[src/rtl/lsu_pkg.sv]
// ============================================================================
// Module   : lsu_pkg
// Purpose  : Shared state encoding and constants for the load/store unit.
// Revision : 1.0
// ============================================================================
`default_nettype none

package lsu_pkg;

  localparam int c_DATA_W      = 8;
  localparam int c_TIMEOUT_DEF = 15;

  typedef enum logic [1:0] {
    IDLE = 2'd0,
    REQ  = 2'd1,
    WB   = 2'd2,
    DONE = 2'd3
  } lsu_state_e;

endpackage : lsu_pkg

`default_nettype wire

[src/rtl/ld_st_unit.sv]
// ============================================================================
// Module   : ld_st_unit
// Purpose  : Single-outstanding load/store sequencer between a register file
//            and a byte-wide memory port. Optional mem_ack timeout is enabled
//            with macro LSU_TIMEOUT_EN.
// Revision : 1.0
// ============================================================================
`default_nettype none

module ld_st_unit
  import lsu_pkg::*;
#(
  parameter int addr_w  = 4,
  parameter int TIMEOUT = c_TIMEOUT_DEF
) (
  input  logic                clk,
  input  logic                rst_n,
  input  logic                start_i,
  input  logic                is_store_i,
  input  logic [addr_w-1:0]   rd_addr_i,
  input  logic [c_DATA_W-1:0] base_val_i,
  input  logic [c_DATA_W-1:0] st_val_i,
  output logic                busy_o,
  output logic                done_o,
  output logic                mem_req_o,
  output logic                mem_we_o,
  output logic [c_DATA_W-1:0] mem_addr_o,
  output logic [c_DATA_W-1:0] mem_wdata_o,
  input  logic                mem_ack_i,
  input  logic [c_DATA_W-1:0] mem_rdata_i,
  output logic                rf_wen_o,
  output logic [addr_w-1:0]   rf_waddr_o,
  output logic [c_DATA_W-1:0] rf_wdata_o,
  output logic                err_o
);

  lsu_state_e          state_q;
  logic                is_store_q;
  logic [addr_w-1:0]   rd_addr_q;
  logic [c_DATA_W-1:0] addr_q;
  logic [c_DATA_W-1:0] st_val_q;
  logic [c_DATA_W-1:0] ld_data_q;
  logic                w_expired;

`ifdef LSU_TIMEOUT_EN
  // Counter only has to reach TIMEOUT-1; expiry is decided on the last REQ cycle.
  localparam int c_CNT_W = (TIMEOUT > 2) ? $clog2(TIMEOUT) : 1;

  logic [c_CNT_W-1:0] cnt_q;
  logic               err_q;

  assign w_expired = (cnt_q == c_CNT_W'(TIMEOUT - 1));
`else
  logic w_unused_timeout;

  assign w_expired        = 1'b0;
  assign w_unused_timeout = |32'(TIMEOUT);
`endif

  always_ff @(posedge clk or negedge rst_n) begin
    if (!rst_n) begin
      state_q    <= IDLE;
      is_store_q <= 1'b0;
      rd_addr_q  <= '0;
      addr_q     <= '0;
      st_val_q   <= '0;
      ld_data_q  <= '0;
`ifdef LSU_TIMEOUT_EN
      cnt_q      <= '0;
      err_q      <= 1'b0;
`endif
    end else begin
      case (state_q)
        IDLE: begin
          if (start_i) begin
            is_store_q <= is_store_i;
            rd_addr_q  <= rd_addr_i;
            addr_q     <= base_val_i;
            st_val_q   <= st_val_i;
            state_q    <= REQ;
`ifdef LSU_TIMEOUT_EN
            cnt_q      <= '0;
            err_q      <= 1'b0;
`endif
          end
        end
        REQ: begin
          // An ack in the expiry cycle takes priority over the timeout.
          if (mem_ack_i) begin
            if (is_store_q) begin
              state_q <= DONE;
            end else begin
              ld_data_q <= mem_rdata_i;
              state_q   <= WB;
            end
          end else if (w_expired) begin
            state_q <= DONE;
`ifdef LSU_TIMEOUT_EN
            err_q   <= 1'b1;
`endif
          end else begin
`ifdef LSU_TIMEOUT_EN
            cnt_q <= cnt_q + c_CNT_W'(1);
`endif
          end
        end
        WB: begin
          state_q <= DONE;
        end
        DONE: begin
          state_q <= IDLE;
        end
        default: begin
          state_q <= IDLE;
        end
      endcase
    end
  end

  assign busy_o      = (state_q != IDLE);
  assign done_o      = (state_q == DONE);
  assign mem_req_o   = (state_q == REQ);
  assign mem_we_o    = mem_req_o & is_store_q;
  assign mem_addr_o  = mem_req_o ? addr_q   : '0;
  assign mem_wdata_o = mem_req_o ? st_val_q : '0;
  assign rf_wen_o    = (state_q == WB);
  assign rf_waddr_o  = rf_wen_o ? rd_addr_q : '0;
  assign rf_wdata_o  = rf_wen_o ? ld_data_q : '0;

`ifdef LSU_TIMEOUT_EN
  assign err_o = done_o & err_q;
`else
  assign err_o = 1'b0;
`endif

endmodule : ld_st_unit

`default_nettype wire

[config.mk]
export PLATFORM = sky130hd
export DESIGN_NAME = ld_st_unit
export DESIGN_NICKNAME = d
export VERILOG_FILES = /design/src/rtl/lsu_pkg.sv /design/src/rtl/ld_st_unit.sv
export SDC_FILE = /design/constraint.sdc
export NUM_CORES = 1
export LEC_CHECK = 0
export CAP_MARGIN = 20
export CORE_AREA = 8 8 70 72
export CTS_CLUSTER_SIZE = 30
export DETAILED_ROUTE_END_ITERATION = 8
export DIE_AREA = 0 0 78 80
export PLACE_DENSITY = 0.73
export REMOVE_ABC_BUFFERS = 1
export SYNTH_ARGS = -nofsm -noshare
export SYNTH_HDL_FRONTEND = slang
export SYNTH_SLANG_ARGS = --single-unit
export TNS_END_PERCENT = 5
[constraint.sdc]
create_clock -name clk -period 3.5 [get_ports clk]
set_input_delay 0.525 -clock clk [delete_from_list [all_inputs] [get_ports clk]]
set_output_delay 0.525 -clock clk [all_outputs]
set_load 0.1 [all_outputs]
## After elaboration in Yosys (flattened, before gate mapping)

Cells that the tools add are included.

- Multiplexer cells: 8
- Bitwise logic cells: 2
- Equality and inequality tests: 5
- Reductions and logical operators: 5

Operators with widths:

| kind | number |
|---|---|
| 8-bit two-way mux | 3 |
| 2-bit case mux with 4 select lines | 1 |
| 2-bit == test (second input constant) | 2 |
| 2-bit two-way mux | 2 |
| 4-bit two-way mux | 1 |
| 2-bit AND reduction | 2 |
| 3-bit AND reduction | 1 |
| 2-bit by 1-bit == test with 1-bit output (second input constant) | 1 |
| 2-bit zero test | 1 |
| 2-bit by 1-bit != test with 1-bit output (second input constant) | 1 |
| 2-bit != test (second input constant) | 1 |
| 2-bit nonzero test | 1 |
| 1-bit AND | 1 |
| 1-bit two-way mux | 1 |
| 1-bit NOT | 1 |

- Input bits: 33
- Register bits: 31
- Output and inout port bits: 34

## Logic depth before layout (Yosys ltp)

- Depth after elaboration: 3
- Mapped depth: 6

## Least setup slack after synthesis

Ideal clock, no wire load.

- Path kind: reg-to-output
- Start: reg state_q[1]
- End: out mem_addr_o[7]
- Buffers on the path: 2
- Arrival time: 2.508 ns
- Data required time: 2.975 ns
- Cell stages (with the launch flop): 6
- Setup slack: 0.467 ns
- Path through: dfrtp_1 > inv_1 > ha_1 > buf_6 > clkbuf_1 > and2_1

- Word-level cells in the longest chain between the ends: 2

Ends and longest elaborated chain:

| item | RTL line | RTL |
|---|---|---|
| from (decl) | ld_st_unit.sv:37 | `lsu_state_e state_q;` |
| from (signal assigned) | ld_st_unit.sv:62 | `state_q <= IDLE;` |
| from (signal assigned) | ld_st_unit.sv:80 | `state_q <= REQ;` |
| from (signal assigned) | ld_st_unit.sv:91 | `state_q <= DONE;` |
| 2-bit by 1-bit == test with 1-bit output | ld_st_unit.sv:122 | `assign mem_req_o = (state_q == REQ);` |
| net mem_req_o | ld_st_unit.sv:25 | `output logic mem_req_o,` |
| 8-bit two-way mux | ld_st_unit.sv:124 | `assign mem_addr_o = mem_req_o ? addr_q : '0;` |
| to (decl) | ld_st_unit.sv:27 | `output logic [c_DATA_W-1:0] mem_addr_o,` |

The timed path passes the listed nets, and every way through them passes these cells.

## Final worst setup path

- Start: reg state_q[1]
- End: out done_o

- Word-level cells in the longest chain between the ends: 1

Ends and longest elaborated chain:

| item | RTL line | RTL |
|---|---|---|
| 2-bit == test | ld_st_unit.sv:121 | `assign done_o = (state_q == DONE);` |
| to (decl) | ld_st_unit.sv:24 | `output logic done_o,` |

Every way passes these cells.

==> impl_metrics.toml <==
[setup_path]
cp-end-kind = "output pin"
cp_slowest_cell = "clkdlybuf4s50_1"
required_ns = 2.97
arrival_ns = 1.99
crit_path_cell_trace = "ha_1 -> clkdlybuf4s50_1"
cpPeakStageDelay_ns = 1.12
start_kind = "register"
criticalPathCategory = "reg -> out"
worstPathMaxFanout = 5

[clock_tree]
ctsResizeCount = 0
clock_path_buffers = 2
insertion_delay_ns = 0.27
cts_tree = "done"
htree_levels = 2
clk_pin_slew_ns = 0.07
cts_setup_buffers = 0
hold_buffers = 0
cts_root_buf = "clkbuf_8"
cts_buffers = 5
cts_num_sinks = 31

[place]
gp_congestion = 0.754
dp_hpwl_mm = 2.71
port_buffers = 65

[timing]
fin_crit_ns = 2.52
clock.fmax_ghz = 0.397
clock_skew_ns = 0.00468
fin_tns_setup_ns = 0
setup_viol = 0
rsz0062_at_grt = "false"
worst_pin_slew_ns = 0.963
min_period_over_period_pct = 71.9
hold_viol = 0
slew_violations = 0
relSlewSlack_pct = 35.6

[floorplan]
die_y_microns = 80
pin_count = 67
initial_utilization_pct = 38.6
design.die.area_sq_mm = 0.00624
rows = 23
core_sq_mm = 0.00386
dieWidth_microns = 78

[drt]
post_drt_via_cell_ratio = 4.55
wl_mm = 3.47
ant_nets = 0
vias = 1052
first_pass_iters = 2
first_iter_violations = 21
detail_route.wl_per_cell_microns = 15.0
drc = 0

[global_routing]
antenna_found_initial = 0
gr-total-overflow = 0
grt_max_degree = 32
grt_pass1_vias = 1191
grt.total_usage_pct = 11.2
grt_pass1_wl_mm = 5.57

[layout]
diodes = 0
final_layout_size_suffix_gt1_share_pct = 44.8
syn2layout_area_growth_pct = 48.5
final_cell_mix = "33 x clkdlybuf4s50_1, 33 x buf_4, 31 x dfrtp_1"
final_nets = 218

[synth]
synth_warnings = 0
synth_area_sq_mm = 0.00149
yosysSeqAreaShare_pct = 52.1
post_synth.cell_area_avg_sq_um = 13.2
synthCells = 113
post_synth_num_cell_types = 20
ys_seq_elements = 31

[run]
drv_cap = 0

[min_path]
holdCritPathClass = "reg -> reg"

[status]
status = "finished, final reports clean"
## worst paths after layout
| path | from | endpoint | slack [ns] | depth (start not counted) |
|---|---|---|---|---|
| setup / recovery | state_q[1] | done_o | 0.98 | 2 |
| hold / removal | st_val_q[1] | st_val_q[1] | 0.50 | 1 |
| setup reg to reg | state_q[1] | rd_addr_q[0] | 1.56 | 4 |
| hold reg to reg | st_val_q[1] | st_val_q[1] | 0.50 | 1 |
| max in group asynchronous | rst_n | is_store_q | 2.58 | 2 |
| min in group asynchronous | rst_n | addr_q[2] | 0.63 | 2 |
## critical path: cells and delay by family (launching register included)
| family | cells | cell delay [ns] |
|---|---|---|
| adders and majority gates | 1 | 0.17 |
| buffers and inverters | 1 | 1.12 |
| DFF | 1 | 0.43 |
## per-layer routing
layer  up-vias  track usage [%]  routed length, microns
met5         -                0                       0
met4         0             4.44                      42
met3         6             7.32                     463
met2        47             17.3                    1590
met1       496             12.1                    1370
li1        503                -                       -
## logic make-up (layout without fill, tap and decap cells)
family                     after synthesis  count (layout)  share of synthesized area [%]
DFF                                     31              31                           52.1
buffers and inverters                    9              77                           3.20
and+or+nand+nor                         35              35                           16.0
muxes                                   30              30                           23.0
AOI/OAI and AO/OA                        2               2                           1.26
other                                    1               1                          0.252
adders and majority gates                5               5                           4.21
## metrics by stage
step	area [sq um]	hold slack (ns)	std cells	setup slack, ns	util, %
after floorplan	1450	0.229	107	0.583	-
after global placement	2090	0.478	223	1.30	54.3
after detailed placement	2090	0.486	223	1.29	54.3
after CTS	2210	0.501	231	0.970	57.3
after global routing	2210	0.510	231	0.873	57.3
final	2210	0.497	231	0.983	57.3
## Yosys cell counts
| cell | number | share of area (%) |
|---|---|---|
| clkbuf_1 | 2 | 0.50 |
| and2_1 | 22 | 9.3 |
| nor2b_1 | 1 | 0.42 |
| o41a_1 | 1 | 0.76 |
| buf_6 | 1 | 0.76 |
| o31ai_1 | 1 | 0.50 |
| nor2b_4 | 1 | 0.92 |
| conb_1 | 1 | 0.25 |
| mux2_2 | 29 | 22 |
| or2_4 | 1 | 0.59 |
| and2_2 | 7 | 3.5 |
| buf_2 | 2 | 0.67 |
| ha_1 | 5 | 4.2 |
| nand3b_2 | 1 | 0.76 |
| dfrtp_1 | 31 | 52 |
| nor2_1 | 1 | 0.25 |
| mux2_4 | 1 | 1.0 |
| nand2_1 | 1 | 0.25 |
| inv_1 | 3 | 0.76 |
| buf_4 | 1 | 0.50 |
## sequential cells by signal, summed over array words and instances (netlist names)
name,flops
addr_q,8
is_store_q,1
ld_data_q,8
rd_addr_q,4
st_val_q,8
state_q,2
## final cells by class
cell class,instances,area (sq um)
clock inverters,2,35.0
fillers,340,1650
inverters,3,11.3
flip-flops and latches,31,776
multi-input cells,73,664
clock buffers,6,82.6
well taps,50,62.6
repair buffers,66,578
Power is not shown: default switching activity piles up to over one toggle a cycle in this logic, so the estimate is an artifact.
